--- config.mk ---
export PLATFORM = sky130hd
export DESIGN_NAME = mips32_ifetch_queue
export DESIGN_NICKNAME = d
export VERILOG_FILES = /design/src/rtl/mips32_pkg.sv /design/src/rtl/mips32_ifq_fifo.sv /design/src/rtl/mips32_ifetch_queue.sv
export SDC_FILE = /design/constraint.sdc
export NUM_CORES = 1
export LEC_CHECK = 0
export BUFFER_PORTS_ARGS = -buffer_cell sky130_fd_sc_hd__buf_2
export CAP_MARGIN = 20
export CORE_ASPECT_RATIO = 1.2
export CORE_MARGIN = 2
export CORE_UTILIZATION = 53
export CTS_CLUSTER_DIAMETER = 50
export CTS_CLUSTER_SIZE = 14
export DETAILED_ROUTE_END_ITERATION = 8
export PLACE_DENSITY = 0.76
export SKIP_CTS_REPAIR_TIMING = 1
export SYNTH_ARGS = -nofsm -noshare
export SYNTH_HDL_FRONTEND = slang
export SYNTH_SLANG_ARGS = --single-unit
--- constraint.sdc ---
create_clock -name clk1 -period 3.4 [get_ports clk1]
set_clock_uncertainty 0.2 [all_clocks]
set_input_delay 0.17 -clock clk1 [delete_from_list [all_inputs] [get_ports clk1]]
set_output_delay 0.17 -clock clk1 [all_outputs]
set_load 0.01 [all_outputs]
--- src/rtl/mips32_pkg.sv ---
// +--------------------------------------------------------------------+
// | mips32_pkg : shared MIPS32 opcode constants and fetch defaults     |
// | Rev 1.0                                                            |
// +--------------------------------------------------------------------+
`default_nettype none

package mips32_pkg;

  localparam int ADDR_W_DEF = 10;

  // Opcode field occupies the top six bits of every instruction word.
  localparam int OPC_MSB = 31;
  localparam int OPC_LSB = 26;

  localparam logic [5:0] OP_HLT   = 6'b111111;
  localparam logic [5:0] OP_BEQZ  = 6'b001110;
  localparam logic [5:0] OP_BNEQZ = 6'b001101;

endpackage

`default_nettype wire

--- src/rtl/mips32_ifq_fifo.sv ---
// +--------------------------------------------------------------------+
// | mips32_ifq_fifo : synchronous FIFO with occupancy count and flush  |
// | Rev 1.0                                                            |
// +--------------------------------------------------------------------+
`default_nettype none

module mips32_ifq_fifo #(
  parameter int DEPTH = 4,
  parameter int WIDTH = 8
) (
  input  logic                   clk,
  input  logic                   rst_n,
  input  logic                   flush,
  input  logic                   wr_en,
  input  logic [WIDTH-1:0]       wr_data,
  input  logic                   rd_en,
  output logic [WIDTH-1:0]       rd_data,
  output logic [$clog2(DEPTH):0] count
);

  localparam int              PTR_W    = $clog2(DEPTH);
  localparam logic [PTR_W:0]   FULL_CNT = (PTR_W+1)'(DEPTH);
  localparam logic [PTR_W-1:0] PTR_ONE  = PTR_W'(1);

  logic [WIDTH-1:0] mem_q [DEPTH];
  logic [WIDTH-1:0] mem_d [DEPTH];
  logic [PTR_W-1:0] wr_ptr_q, wr_ptr_d;
  logic [PTR_W-1:0] rd_ptr_q, rd_ptr_d;
  logic [PTR_W:0]   count_q, count_d;
  logic             do_wr, do_rd;

  // A write into a full FIFO is allowed when the head leaves in the same cycle.
  assign do_rd   = rd_en && (count_q != '0);
  assign do_wr   = wr_en && ((count_q != FULL_CNT) || do_rd);
  assign rd_data = mem_q[rd_ptr_q];
  assign count   = count_q;

  always_comb begin
    mem_d    = mem_q;
    wr_ptr_d = wr_ptr_q;
    rd_ptr_d = rd_ptr_q;
    count_d  = count_q;
    if (flush) begin
      wr_ptr_d = '0;
      rd_ptr_d = '0;
      count_d  = '0;
    end else begin
      if (do_wr) begin
        mem_d[wr_ptr_q] = wr_data;
        wr_ptr_d        = wr_ptr_q + PTR_ONE;
      end
      if (do_rd) begin
        rd_ptr_d = rd_ptr_q + PTR_ONE;
      end
      count_d = count_q + (PTR_W+1)'(do_wr) - (PTR_W+1)'(do_rd);
    end
  end

  always_ff @(posedge clk or negedge rst_n) begin
    if (!rst_n) begin
      mem_q    <= '{default: '0};
      wr_ptr_q <= '0;
      rd_ptr_q <= '0;
      count_q  <= '0;
    end else begin
      mem_q    <= mem_d;
      wr_ptr_q <= wr_ptr_d;
      rd_ptr_q <= rd_ptr_d;
      count_q  <= count_d;
    end
  end

endmodule

`default_nettype wire

--- src/rtl/mips32_ifetch_queue.sv ---
// +--------------------------------------------------------------------+
// | mips32_ifetch_queue : MIPS32 fetch front end, buffers {IR,NPC}     |
// | Optional macro IFQ_BYPASS_EN: same-cycle reply forwarding to ID.   |
// | Rev 1.0                                                            |
// +--------------------------------------------------------------------+
`default_nettype none

module mips32_ifetch_queue
  import mips32_pkg::*;
#(
  parameter int DEPTH  = 4,
  parameter int ADDR_W = ADDR_W_DEF,
  parameter int DATA_W = 32
) (
  input  logic              clk1,
  input  logic              rst_n,
  output logic              imem_req,
  output logic [ADDR_W-1:0] imem_addr,
  input  logic              imem_gnt,
  input  logic              imem_rvalid,
  input  logic [DATA_W-1:0] imem_rdata,
  input  logic              redirect_valid,
  input  logic [ADDR_W-1:0] redirect_pc,
  input  logic              halt,
  output logic              id_valid,
  output logic [DATA_W-1:0] id_ir,
  output logic [31:0]       id_npc,
  input  logic              id_ready
);

  localparam int                CNT_W   = $clog2(DEPTH) + 1;
  localparam int                QW      = DATA_W + ADDR_W;
  localparam logic [CNT_W:0]    CREDITS = (CNT_W+1)'(DEPTH);
  localparam logic [ADDR_W-1:0] PC_ONE  = ADDR_W'(1);

  logic [ADDR_W-1:0] pc_q, pc_d;
  logic [CNT_W-1:0]  inflight_q, inflight_d;
  logic [CNT_W-1:0]  discard_q, discard_d;
  logic              stop_q, stop_d;

  logic              accept, resp, drop, take, bypass, hlt;
  logic              q_push, q_pop, q_valid;
  logic [QW-1:0]     q_rdata;
  logic [CNT_W-1:0]  q_count;
  logic [ADDR_W-1:0] tag_addr, tag_npc;
  logic [CNT_W-1:0]  tag_count;

  // Replies with nothing outstanding are stale (e.g. issued before reset).
  assign resp    = imem_rvalid && (inflight_q != '0);
  assign drop    = resp && (discard_q != '0);
  assign take    = resp && !drop && !redirect_valid && (tag_count != '0);
  assign hlt     = take && (imem_rdata[OPC_MSB:OPC_LSB] == OP_HLT);
  assign tag_npc = tag_addr + PC_ONE;
  assign q_valid = (q_count != '0);

  assign imem_req  = rst_n && !halt && !stop_q && !redirect_valid &&
                     (({1'b0, inflight_q} + {1'b0, q_count}) < CREDITS);
  assign imem_addr = pc_q;
  assign accept    = imem_req && imem_gnt;

`ifdef IFQ_BYPASS_EN
  assign bypass = take && !q_valid && id_ready;
`else
  assign bypass = 1'b0;
`endif

  assign q_push   = take && !bypass;
  assign q_pop    = q_valid && id_ready && !redirect_valid;
  assign id_valid = q_valid || bypass;

  always_comb begin
    id_ir  = '0;
    id_npc = '0;
    if (bypass) begin
      id_ir  = imem_rdata;
      id_npc = {{(32-ADDR_W){1'b0}}, tag_npc};
    end else if (q_valid) begin
      id_ir  = q_rdata[QW-1:ADDR_W];
      id_npc = {{(32-ADDR_W){1'b0}}, q_rdata[ADDR_W-1:0]};
    end
  end

  // After a redirect or HLT every request still outstanding is wrong-path,
  // including one granted in the HLT cycle itself.
  always_comb begin
    pc_d       = pc_q;
    inflight_d = inflight_q + CNT_W'(accept) - CNT_W'(resp);
    discard_d  = discard_q;
    stop_d     = stop_q;
    if (redirect_valid) begin
      pc_d      = redirect_pc;
      discard_d = inflight_d;
      stop_d    = 1'b0;
    end else begin
      if (accept) begin
        pc_d = pc_q + PC_ONE;
      end
      if (hlt) begin
        discard_d = inflight_d;
        stop_d    = 1'b1;
      end else if (drop) begin
        discard_d = discard_q - CNT_W'(1);
      end
    end
  end

  always_ff @(posedge clk1 or negedge rst_n) begin
    if (!rst_n) begin
      pc_q       <= '0;
      inflight_q <= '0;
      discard_q  <= '0;
      stop_q     <= 1'b0;
    end else begin
      pc_q       <= pc_d;
      inflight_q <= inflight_d;
      discard_q  <= discard_d;
      stop_q     <= stop_d;
    end
  end

  mips32_ifq_fifo #(
    .DEPTH (DEPTH),
    .WIDTH (QW)
  ) u_data_q (
    .clk     (clk1),
    .rst_n   (rst_n),
    .flush   (redirect_valid),
    .wr_en   (q_push),
    .wr_data ({imem_rdata, tag_npc}),
    .rd_en   (q_pop),
    .rd_data (q_rdata),
    .count   (q_count)
  );

  mips32_ifq_fifo #(
    .DEPTH (DEPTH),
    .WIDTH (ADDR_W)
  ) u_tag_q (
    .clk     (clk1),
    .rst_n   (rst_n),
    .flush   (redirect_valid),
    .wr_en   (accept),
    .wr_data (pc_q),
    .rd_en   (take),
    .rd_data (tag_addr),
    .count   (tag_count)
  );

endmodule

`default_nettype wire

Word level (Yosys, flattened, before mapping)
Cells that the tools add are included.

$add $sub $neg: 14. Order comparisons: 7. Equality and inequality tests: 3. Muxes and demuxes: 31. Bitwise operators: 5. Reductions and logical operators: 38.

Operator list (number): bitwise mux 168 bit (1); two-way mux 42 bit (3); binary-select mux 42 bit (select 2 bit) (1); demux 42 bit (select 2 bit) (1); two-way mux 10 bit (6); bitwise mux 40 bit (1); two-way mux 32 bit (1); adder 10 x 1 -> 10 bit, second input constant (2); binary-select mux 10 bit (select 2 bit) (1); demux 10 bit (select 2 bit) (1); logical AND 1 bit (19); two-way mux 2 bit (8); two-way mux 3 bit (5); nonzero test 3 bit (5); >= comparator 3 bit, second input constant (4); inverter 2 -> 3 bit (4); nonzero test 2 bit (6); adder 3 x 1 -> 3 bit (3); subtractor 3 x 1 -> 3 bit (3); adder 2 x 1 -> 2 bit, second input constant (4); == test 6 bit, second input constant (1); less-than comparator 3 x 1 -> 1 bit, second input constant (2); inequality test 3 bit, second input constant (2); adder 3 x 3 -> 4 bit (1); 7 further kinds (13).

Bits in registers: 239. Input bits: 49.

Longest topological paths before layout
Depth after elaboration: 13. Gate-level depth with buffers: 14.

Hierarchy
Synthesis repeated with hierarchy kept, for this count alone.

Cells, all modules: 788. Area, all modules: 12197.9 sq um.

Modules (own cells, without submodules): mips32_ifq_fifo at u_data_q (times used 1, cells each 451, area each 8186.6 sq um, seq. area each 4379.2 sq um); mips32_ifq_fifo at u_tag_q (times used 1, cells each 139, area each 2318.5 sq um, seq. area each 1176.1 sq um); mips32_ifetch_queue (times used 1, cells each 198, area each 1692.9 sq um, seq. area each 425.4 sq um).

Worst setup path before layout
No wires, ideal clock.

Path type: register to register. Start point: register inflight_q[2]. End point: register discard_q[2]. Setup time: 0.125 ns. Arrival: 3.252 ns. Data required time: 3.075 ns. Setup slack: -0.177 ns. Cell stages (with the launch flop): 12. Buffers on the path: 2. Period minus slack after synthesis: 3.577 ns. Path through: dfrtp_1 > ha_1 > or4_1 > or4_1 > buf_2 > buf_1 > ha_1 > inv_1 > ha_1 > fa_1 > xnor2_1 > mux2_2.

Elaborated cells on any way between the ends: 17. Those cells by class: add/sub (3); order compare (1); mux (2); reduce/logical (11).

RTL lines: from (decl) (line mips32_ifetch_queue.sv:37) `logic [CNT_W-1:0] inflight_q, inflight_d;`; from (signal assigned) (line mips32_ifetch_queue.sv:115) `inflight_q <= inflight_d;`; adder 3 x 3 -> 4 bit (line mips32_ifetch_queue.sv:57) `(({1'b0, inflight_q} + {1'b0, q_count}) < CREDITS);`; less-than comparator 4 x 3 -> 1 bit (line mips32_ifetch_queue.sv:57); logical AND 1 bit (line mips32_ifetch_queue.sv:56) `assign imem_req = rst_n && !halt && !stop_q && !redirect_valid &&`; logical AND 1 bit (line mips32_ifetch_queue.sv:59) `assign accept = imem_req && imem_gnt;`; adder 3 x 1 -> 3 bit (line mips32_ifetch_queue.sv:87) `inflight_d = inflight_q + CNT_W'(accept) - CNT_W'(resp);`; subtractor 3 x 1 -> 3 bit * (line mips32_ifetch_queue.sv:87); via inflight_d[2] (line mips32_ifetch_queue.sv:37); two-way mux 3 bit (line mips32_ifetch_queue.sv:98) `if (hlt) begin`; two-way mux 3 bit * (line mips32_ifetch_queue.sv:90) `if (redirect_valid) begin`; to (signal assigned) (line mips32_ifetch_queue.sv:116) `discard_q <= discard_d;`; to (decl) (line mips32_ifetch_queue.sv:38) `logic [CNT_W-1:0] discard_q, discard_d;`.

Mark *: on every way through the listed nets, which the timed path passes. The rest lies on a longest branch. A chain may end at the register's enable or synchronous reset.

Worst setup path in the final report
Start point: register u_data_q.count_q[2] (netlist: u_data_q.count[2]). End point: register u_tag_q.count_q[2] (netlist: u_tag_q.count[2]).

Cells in the longest elaborated chain, start to end: 8.

Ends and longest elaborated chain: from (decl) (line mips32_ifq_fifo.sv:29) `logic [PTR_W:0] count_q, count_d;`; from (signal assigned) (line mips32_ifq_fifo.sv:69) `count_q <= count_d;`; adder 3 x 3 -> 4 bit (line mips32_ifetch_queue.sv:57); less-than comparator 4 x 3 -> 1 bit (line mips32_ifetch_queue.sv:57); logical AND 1 bit (line mips32_ifetch_queue.sv:56); logical AND 1 bit (line mips32_ifetch_queue.sv:59); logical AND 1 bit (line mips32_ifq_fifo.sv:34) `assign do_wr = wr_en && ((count_q != FULL_CNT) || do_rd);`; adder 3 x 1 -> 3 bit (line mips32_ifq_fifo.sv:55) `count_d = count_q + (PTR_W+1)'(do_wr) - (PTR_W+1)'(do_rd);`; subtractor 3 x 1 -> 3 bit (line mips32_ifq_fifo.sv:55); two-way mux 3 bit (line mips32_ifq_fifo.sv:43) `if (flush) begin`; via u_tag_q.count_d[2] (line mips32_ifq_fifo.sv:29); to (signal assigned) (line mips32_ifq_fifo.sv:69); to (decl) (line mips32_ifq_fifo.sv:29).

The timed path passes the listed nets, and every way through them passes these cells.

==> results.yml <==
global_routing:
  grt_use_met3_pct: 2.44
  antenna_found_initial: 0
  grtUsageMet1_pct: 28.4
  first_global_vias: 7190
  grt_max_degree: 165
  grt_use_met2_pct: 34.8
  grt_pass1_wl_mm: 36.7
  gr-usage-all-layers_pct: 20.5
  busiest_layer: "met2"
  gr-total-overflow: 0
synth:
  synth.most_common_cell: "dfrtp_1"
  synth_top_area_share_pct: 53.0
  netlist-cell-type-count: 40
  ys_top_cells_by_count: "dfrtp_1 (239), mux2_2 (171), nor2_1 (62)"
  yosysWarnings: 0
  async_flop_share_pct: 100
  synth-seq-cells: 239
  synth_edf_count: 0
  yosys-top-cells-area: "dfrtp_1 (53%), mux2_2 (17%), mux4_2 (10%)"
  seq_area_frac_synth_pct: 53.0
  synthCells: 833
  syn_area_per_cell_sq_um: 13.6
  synth_flop_cell: "dfrtp_1"
  synth_area_leader_cell: "dfrtp_1"
  netlist_area_sq_um: 11300
timing:
  fin_crit_ns: 3.23
  setup_viol_count_final: 0
  hold_viol_final: 0
  fin_setup_tns_ns: 0
  fmax_mhz: 310
  relSlewSlack_pct: 37.9
  worst_slack_ns: 0.171
  tightest_slew_ns: 0.931
  rsz0062_at_grt: "no"
  slew_viol_final: 0
  final.period_utilization_pct: 95.0
routing:
  final_antenna_net_count: 0
  dr.pass1.iters: 4
  drt_first_iter_violations: 292
  route.vias.total: 7025
  drt-total-wl_mm: 22.8
  viasPerCell: 5.56
  drc: 0
  wl_per_cell_um: 18.0
place:
  place_congestion: 0.766
  dpl_worst_slack_ns: 0.0520
  dp_hpwl_mm: 14.0
  port_buffers: 102
power_and_ir_drop:
  vdd_drop_max_uv: 405
  p_leak_nw: 6.63
  p_int_mw: 5.43
  p_sw_mw: 2.07
  p_per_area_nw_per_um2: 558
  seq_power_share_pct: 43.8
  clkPwrFrac_pct: 35.6
  p_sw_share_pct: 27.6
  p_comb_share_pct: 20.6
floorplanning:
  dieWidth_um: 137
  start_util_pct: 54.0
  io_pins: 125
  num_rows: 58
  dieHeight_um: 164
  coreArea_sq_um: 20900
  die-area_sq_um: 22500
min_path:
  hold_path_class: "primary input to flip-flop"
clock_tree:
  clk_pin_slew_ns: 0.07
  cts_num_sinks: 239
  cts_tree: "built"
  cts_made_buffers: 24
  h-tree-depth: 1
  clock_latency_ns: 0.51
  clock_path_buffers: 3
  clock-root-buffer: "clkbuf_16"
layout:
  layout.nets: 1053
  area_delta_synth_final_pct: 19.1
  antenna_cells: 0
  fillers: 1503
  final_layout_size_suffix_gt1_share_pct: 40.4
run:
  maxCapViolations: 0
worst_setup_path:
  critPathRequiredTime_ns: 3.60
  endpoint_kind: "flip-flop"
  crit_path_start_kind: "flip-flop"
  critical_path_class: "flip-flop to flip-flop"
  worstPathArrival_ns: 3.43
  cp_max_fo: 4
outcome:
  outcome: "finished clean"
-- cell families after synthesis --
kind of cell    after synthesis  share of synthesized area (%)
compound gates               69                           3.50
xor+xnor                     19                           1.47
fa+ha+maj                    23                           2.75
buf+inv                      87                           3.65
flops                       239                           53.0
mux                         231                           28.2
other cells                   1                         0.0332
simple gates                164                           7.43
-- layer usage --
layer	wire (um)	up-vias
met5	0	-
met4	365	0
met3	872	29
met2	11600	157
met1	9980	3631
li1	-	3208
-- sequential cells by signal (all words and copies together), names as in the netlist --
signal and count:
u_data_q.count 3, inflight_q 3, u_data_q.mem_q 168, u_data_q.rd_ptr_q 2, u_tag_q.rd_ptr_q 2, u_data_q.wr_ptr_q 2, u_tag_q.wr_ptr_q 2, discard_q 3
u_tag_q.count 3, u_tag_q.mem_q 40, stop_q 1, imem_addr 10
-- critical path, stage by stage, from the launching register on --
cell     delay [ns]
dfrtp_1        0.42
ha_1           0.29
or4_1          0.52
or4_4          0.47
buf_4          0.17
a31oi_4        0.14
ha_2           0.18
inv_1          0.05
fa_2           0.33
xor2_1         0.15
xnor2_1        0.15
nor2_1         0.05
-- per-stage QoR --
stage	power (mW)	hold WS, ns	area [sq um]	std cells	util (%)
finish	7.50	0.0270	13400	1264	64.3
detailed placement	4.84	0.187	12200	1177	58.2
global route	7.87	0.0682	13400	1264	64.3
CTS	7.52	-0.350	13000	1216	62.0
floorplan	4.35	-0.326	11400	854	-
global placement	4.78	0.179	12200	1177	58.2
-- path summary, 6_finish.rpt --
path	startpoint	to	slack, ns	depth (start not counted)
setup / recovery	u_data_q.count[2]	u_tag_q.count[2]	0.17	11
hold / removal	halt	imem_addr[6]	0.03	5
setup reg to reg	u_data_q.count[2]	u_tag_q.count[2]	0.17	11
hold reg to reg	u_tag_q.mem_q[26]	u_tag_q.mem_q[26]	0.29	1
max in group asynchronous	rst_n	u_data_q.mem_q[84]	1.14	4
min in group asynchronous	rst_n	u_data_q.mem_q[76]	0.28	3
-- layout by cell type, fill, tap and decap left out, types with 16 or more instances in the layout --
master | netlist | final
inv_1 | 20 | 19
dfrtp_1 | 239 | 237
o21ai_0 | 16 | 16
buf_2 | 2 | 101
a21oi_1 | 41 | 41
ha_1 | 20 | 17
mux4_2 | 52 | 52
mux2_2 | 171 | 170
nor2_1 | 62 | 58
and2_1 | 43 | 43
conb_1 | 1 | 22
dlygate4sd3_1 | 0 | 47
clkbuf_16 | 0 | 25
nand2_1 | 20 | 20
-- final cells by class --
class	count	area (sq um)	area share (%)
Sequential cell	239	5980	44.5
Tap cell	270	338	2.51
Multi-Input combinational cell	528	5040	37.5
Timing Repair Buffer	168	1210	8.99
Inverter	20	75.1	0.558
Clock buffer	30	684	5.09
Clock inverter	9	113	0.837
-- power groups by stage --
stage	combinational [mW]	clock (mW)	sequential (mW)
2_1_floorplan	1.09	0	3.26
3_3_place_gp	1.46	0	3.32
3_5_place_dp	1.50	0	3.34
4_1_cts	1.51	2.72	3.29
5_1_grt	1.71	2.84	3.32
6_report	1.54	2.67	3.28
No activity file was read; power rests on OpenSTA's default activity.
